## config.mk

```make
export PLATFORM = sky130hd
export DESIGN_NAME = fsm_periferico
export DESIGN_NICKNAME = d
export VERILOG_FILES = /design/src/rtl/fsm_periferico.sv
export SDC_FILE = /design/constraint.sdc
export NUM_CORES = 1
export LEC_CHECK = 0
export ABC_AREA = 1
export ABC_CLOCK_PERIOD_IN_PS = 4100
export CORE_MARGIN = 4
export CORE_UTILIZATION = 35
export DETAILED_ROUTE_END_ITERATION = 10
export GPL_TIMING_DRIVEN = 0
export PLACE_DENSITY = 0.59
export SLEW_MARGIN = 20
export SYNTH_ARGS = -nofsm -noshare
export SYNTH_HDL_FRONTEND = slang
export SYNTH_SLANG_ARGS = --single-unit
```

## constraint.sdc

```tcl
create_clock -name clk1 -period 4.1 [get_ports clk1]
set_input_delay 0.615 -clock clk1 [delete_from_list [all_inputs] [get_ports clk1]]
set_output_delay 0.615 -clock clk1 [all_outputs]
set_load 0.02 [all_outputs]
```

## src/rtl/fsm_periferico.sv

```systemverilog
// fsm_periferico: peripheral-side send/ack receiver that buffers CPU words in a FIFO with valid/ready output
module fsm_periferico #(
  parameter int DW = 3,
  parameter int DEPTH = 4,
  parameter int SYNC_STAGES = 2
) (
  input  logic                     clk1,
  input  logic                     rst1,
  input  logic                     send,
  input  logic [DW-1:0]            data,
  output logic                     ack,
  output logic [DW-1:0]            dout,
  output logic                     dout_valid,
  input  logic                     dout_ready,
  output logic [$clog2(DEPTH):0]   level,
  output logic [7:0]               count
);
  localparam int AW = $clog2(DEPTH);
  localparam logic [AW:0] FULL = (AW+1)'(DEPTH);
  typedef enum logic {IDLE, ACK} state_t;
  state_t state, state_d;
  logic [SYNC_STAGES-1:0] sync_q;
  logic [AW-1:0] wr_ptr, rd_ptr;
  logic [DW-1:0] mem [DEPTH];
  logic send_s, push, pop;
  assign send_s = sync_q[SYNC_STAGES-1];
  assign ack = (state == ACK);
  assign dout_valid = (level != '0);
  assign dout = dout_valid ? mem[rd_ptr] : '0;
  // a full FIFO refuses the push even if it pops this cycle; the held send retries next cycle
  always_comb begin
    push = (state == IDLE) && send_s && (level != FULL);
    pop = dout_valid && dout_ready;
    state_d = (state == IDLE) ? (push ? ACK : IDLE) : (send_s ? ACK : IDLE);
  end
  always_ff @(posedge clk1 or negedge rst1) begin
    if (!rst1) begin
      sync_q <= '0;
      state <= IDLE;
      wr_ptr <= '0;
      rd_ptr <= '0;
      level <= '0;
      count <= '0;
    end else begin
      sync_q <= {sync_q[SYNC_STAGES-2:0], send};
      state <= state_d;
      if (push) wr_ptr <= wr_ptr + 1'b1;
      if (pop) rd_ptr <= rd_ptr + 1'b1;
      if (push != pop) level <= push ? level + 1'b1 : level - 1'b1;
      if (push) count <= count + 1'b1;
    end
  end
  always_ff @(posedge clk1) begin
    if (push) mem[wr_ptr] <= data;
  end
endmodule

```

==> reports/metrics.cfg, run 1 <==
[final_layout]
drive_gt1_share_pct = 10.11
syn_to_final_growth_pct = 25.71
num_antenna_cells = 0
fin_nets = 190

[synth]
syn_nets = 161
ys_ff_latch = 30
seq_area_frac_synth_pct = 55.91
synth_warnings = 0
post_synth.cell_area_avg_um2 = 9.798
netlist_area_mm2 = 0.001450
netlist_instances = 148
synth.distinct_cells = 24

[placement]
gp_congestion = 0.8212
port_buffers = 22
hpwl_um = 1978

[power]
powerDensity_mw_per_mm2 = 748.6
power.ir.vdd_worst_mv = 0.3065
power.leakage_nw = 0.8124

[floorplanning]
fp.dieH_um = 72.37
start_util_pct = 36.25
core_area_mm2 = 0.004000
die_w_um = 72.37
ios = 23
num_rows = 23
die_area_mm2 = 0.005237

[critical_path]
cp_max_fo = 8
end_kind = primary output
worst_ep_required_time_ns = 3.48
start_kind = register
cp.arrival_ns = 1.90
path_class = register to primary output
r2r_start = level[0]
startpoint = rd_ptr[0]

[detailed_routing]
via_per_inst = 4.509
routed_wl_um = 2675
vias = 1028
drc = 0
first_pass_iters = 4
ant_nets = 0
drt_iter0_markers = 18
routedWlPerCell_um = 11.73

[hold_path]
hold_class = register to register
hold_start = sync_q[0]

[sta]
fmax_mhz = 397.0
fin_worst_skew_ns = 0.003202
rsz0062_at_grt = no
slew_violations = 0
fin_crit_ns = 2.519
fin_crit_sh_pct = 61.43
relSlewSlack_pct = 45.85
worst-slew-pin-transition_ns = 0.8097
finalSetupViolations = 0
whs_ns = 0.3460
finalSetupTns_ns = 0
hold_viol = 0

[clocking]
cts_resized = 0
cts_tree = built
clk_pin_slew_ns = 0.06
clk_latency_ns = 0.28
postCtsSetupRepairBufs = 0
clkSinkCount = 30
cts_buffers = 5
ctsLongestPathBuffers = 2
htree_levels = 2
hold_buffers = 0
root_buffer = clkbuf_8

[global_route]
grt_max_degree = 19
grt_pass1_vias = 1023
grt_first_pass_wirelength_um = 4547
gr-usage-all-layers_pct = 11.38
antenna_found_initial = 0
overflow = 0

[flow_run]
cap_violations = 0

[run_status]
run_status = complete, no violations

-- placed cells by master, fill, tap and decap left out, drive strengths merged --
cell / netlist / layout
inv: 20 / 20
nand3: 4 / 4
clkbuf: 1 / 9
ha: 6 / 6
o21ai: 10 / 10
clkdlybuf4s50: 0 / 22
nor2: 23 / 23
xnor2: 3 / 3
xor2: 7 / 7
a21oi: 5 / 5
edfxtp: 12 / 12
nand2: 34 / 34
buf: 1 / 1
nor3: 2 / 2
nand4: 2 / 2
dfrtp: 18 / 18
-- flip-flops by register name, summed over array words and instances, names as in the netlist --
name and count:
mem 12, wr_ptr 2, level 3, rd_ptr 2, count 8, ack 1
sync_q 2
-- worst paths after layout --
| check | end | slack (ns) | cells after the start |
|---|---|---|---|
| setup reg to reg | level[2] | 2.37 | 12 |
| hold reg to reg | sync_q[1] | 0.35 | 0 |
| hold / removal | sync_q[1] | 0.35 | 0 |
| max in group asynchronous | count[0] | 2.79 | 1 |
| min in group asynchronous | level[0] | 0.81 | 1 |
| setup / recovery | dout[0] | 1.58 | 5 |
-- report_power, final --
part | internal [mW] | switching [mW] | total (mW)
combinational | 0.271 | 0.371 | 0.642
sequential | 0.400 | 0.0844 | 0.485
clock | 0.137 | 0.101 | 0.238
total | 0.808 | 0.557 | 1.36
-- cells in the mapped netlist --
cell type,n,area (um2)
xor2_1,6,52.55
a21oi_2,1,8.760
nor2_4,1,11.26
clkbuf_1,1,3.750
nor2_1,20,75.07
xor2_2,1,16.27
o21ai_0,9,45.04
nand2_4,2,22.52
nand3_1,4,20.02
o21ai_1,1,5.000
nor2_2,2,12.51
nand4_1,1,6.260
edfxtp_1,12,360.4
nor3_1,1,5.000
nand4_2,1,12.51
a21oi_1,4,20.02
buf_6,1,11.26
nand2_1,30,112.6
inv_1,20,75.07
xnor2_1,3,26.28
ha_1,6,75.07
nor3_2,1,10.01
nand2_2,2,12.51
dfrtp_1,18,450.4
-- layer usage --
layer  share of wire (%)  routed length [um]  GRT usage, %
met1                  45                1212         13.02
met2                  48                1290         18.40
met3                 4.4                 119         4.294
met4                 1.9                  52         6.148
met5                   0                   0             0
-- critical path, cell delays in order, from the launching register on --
cell and delay [ns]:
dfrtp_1 0.36, clkbuf_1 0.18, inv_1 0.19, o21ai_0 0.12, a21oi_1 0.16, clkdlybuf4s50_1 0.62
-- cell type report --
type | instances | area, um2
buffer | 2 | 15.01
clock buffer | 8 | 90.09
fill | 365 | 2177
inverter | 20 | 75.07
multi-input combinational | 96 | 549.3
sequential | 30 | 810.8
tap | 50 | 62.56
timing repair buffer | 22 | 220.2
-- metrics by stage --
step,std cells,worst slack (ns),utilization (%),power (mW),cell area (um2)
finish,228,1.581,45.57,1.365,1823
global route,228,1.438,45.57,1.475,1823
CTS,228,1.564,45.57,1.385,1823
detailed placement,220,1.882,43.32,1.136,1733
global placement,220,1.905,43.32,1.119,1733
floorplan,148,2.242,-,0.8949,1450
-- kinds of logic (layout without fill, tap and decap cells) --
| group | after synthesis | after routing | synth area share [%] |
|---|---|---|---|
| fa+ha+maj | 6 | 6 | 5.177 |
| flops | 30 | 30 | 55.91 |
| simple gates | 65 | 65 | 20.71 |
| compound gates | 15 | 15 | 5.435 |
| buf+inv | 22 | 52 | 6.212 |
| xor+xnor | 10 | 10 | 6.558 |
Power figures use the tool's default switching activity.
==> inputs of run 2 (changes only) <==
Settings changed: ABC_CLOCK_PERIOD_IN_PS 4100 to 2300, PLACE_DENSITY 0.59 to 0.61.
Clock period 4.1 ns to 2.3 ns, I/O delays scaled along.
==> run 2 against run 1 <==
Against the previous run:
- register-to-register slack worse by 1.7 ns
- flip-flop and latch count unchanged
- power up 74%
- via count down 0.49%
- design area down 0.48%
- final cell count down 0.44%
- worst setup slack worse by 1.4 ns
- die area unchanged
- first-iteration DRC count up 78%
- sequential share of layout area up 0.21 points
- count of clock-buffer cells in the layout down 3
- sequential power up 81%
- highest routed layer unchanged
==> reports/metrics.cfg, run 2 (same netlist as run 1, synthesis figures left out) <==
[run_status]
run_status = complete, no violations

[detailed_routing]
drt_iter0_markers = 32
vias = 1023
via_per_inst = 4.507
drc = 0
routed_wl_um = 2685
routedWlPerCell_um = 11.83
first_pass_iters = 4
ant_nets = 0

[clocking]
clk_latency_ns = 0.27
root_buffer = clkbuf_8
cts_resized = 0
htree_levels = 2
hold_buffers = 0
cts_tree = built
postCtsSetupRepairBufs = 0
clk_pin_slew_ns = 0.06
ctsLongestPathBuffers = 2
cts_buffers = 5
clkSinkCount = 30

[placement]
gp_congestion = 0.8250
dp_slack_ns = 0.3111
hpwl_um = 1970
port_buffers = 22

[sta]
finalSetupViolations = 0
worst-slew-pin-transition_ns = 0.8243
slew_violations = 0
fin_crit_sh_pct = 92.74
rsz0062_at_grt = no
fin_crit_ns = 2.133
hold_viol = 0
finalSetupTns_ns = 0
setup_slack_ns = 0.1669
fin_worst_skew_ns = 0.005795
relSlewSlack_pct = 44.87
fmax_mhz = 468.8

[final_layout]
fill_cells = 381
layout_common_cells = nand2_1, inv_1, nor2_1, clkdlybuf4s50_1, dfrtp_1
fin_nets = 189
num_antenna_cells = 0
reg_top3 = mem x12, count x8, level x3
top_register = mem
drive_gt1_share_pct = 9.605
syn_to_final_growth_pct = 25.11
largest_reg_flops = 12
final_common_cell = nand2_1

[floorplanning]
fp.dieH_um = 72.37
core_area_mm2 = 0.004000
start_util_pct = 36.25
die_w_um = 72.37
die_area_mm2 = 0.005237
num_rows = 23
ios = 23

[power]
powerDensity_mw_per_mm2 = 1312
p_clk_share_pct = 16.1
p_switching_mw = 0.9893
p_int_mw = 1.391
combPwrFrac_pct = 47.0
power.ir.vdd_worst_mv = 0.5561
swShare_pct = 41.56
p_seq_share_pct = 36.9
power.leakage_nw = 0.8294
finalPower_mw = 2.380

[global_route]
grt_max_degree = 19
overflow = 0
grt_pass1_vias = 1084
gr-usage-all-layers_pct = 11.82
grt_first_pass_wirelength_um = 4788
antenna_found_initial = 0

[critical_path]
cp.arrival_ns = 1.79
start_kind = register
crit_slowest_cell = clkdlybuf4s50_1
reg2reg_depth = 13
path_cells = inv_1 -> o21ai_0 -> a21oi_1 -> clkdlybuf4s50_1
end_kind = primary output
worst_ep_required_time_ns = 1.96
slowest_delay_ns = 0.61
cp_max_fo = 8
path_class = register to primary output

[hold_path]
min_path_cells = 0
hold_class = register to register

[flow_run]
cap_violations = 0

## run 2: changes by cell type in the layout (fill, tap and decap cells not counted), sizes merged
| cell | previous run | this run |
|---|---|---|
| clkinv | 0 | 3 |
| dlymetal6s2s | 0 | 2 |
| clkdlybuf4s50 | 22 | 20 |
| clkbuf | 9 | 5 |
## run 2: metal layers
| layer | part of all wire, % | vias up | GRT usage (%) | wire length [um] |
|---|---|---|---|---|
| met1 | 46 | 475 | 13.62 | 1233 |
| li1 | - | 520 | - | - |
| met2 | 46 | 24 | 19.92 | 1242 |
| met5 | 0 | - | 0 | 0 |
| met4 | 1.4 | 0 | 3.689 | 38 |
| met3 | 6.4 | 4 | 4.986 | 171 |
## run 2: area by class of cell
cell class                 instances  area (um2)  area share (%)
buffer                             1       11.26          0.6207
clock buffer                       5       68.82           3.793
clock inverter                     3       11.26          0.6207
inverter                          20       75.07           4.138
multi-input combinational         96       549.3           30.28
sequential                        30       810.8           44.69
tap                               50       62.56           3.448
timing repair buffer              22       225.2           12.41
## run 2: final timing paths
path	from	slack (ns)	endpoint
min in group asynchronous	rst1	0.55	sync_q[0]
max reg2reg	ack	0.64	level[2]
min reg2reg	sync_q[0]	0.37	sync_q[1]
min	sync_q[0]	0.37	sync_q[1]
max	rd_ptr[0]	0.17	dout[0]
max in group asynchronous	rst1	1.24	rd_ptr[1]
## run 2: critical path: cells and delay by family (launching register included)
family | cells | cell delay (ns)
buffers and inverters | 2 | 0.80
DFF | 1 | 0.46
AOI/OAI and AO/OA | 2 | 0.26
## run 2: power groups by stage
stage                     clock, mW  combinational (mW)  sequential [mW]
after global placement            0                1.14            0.862
after global routing          0.426                1.26            0.906
after detailed placement          0                1.16            0.868
final                         0.383                1.12            0.879
after CTS                     0.402                1.17            0.862
after floorplan                   0               0.653            0.942
## run 2: per-stage QoR
step,std cells,hold WS [ns],utilization (%),instance area [um2]
2_1_floorplan,148,0.04941,-,1450
3_3_place_gp,220,0.3432,43.32,1733
3_5_place_dp,220,0.3594,43.32,1733
4_1_cts,228,0.3732,45.32,1813
5_1_grt,227,0.3851,45.36,1814
6_report,227,0.3676,45.36,1814
==> inputs of run 3 (changes only) <==
Settings changed: CAP_MARGIN from default to 30.
==> results of run 3 <==
The final DEF is identical to that of run 2; final timing and power are the same.
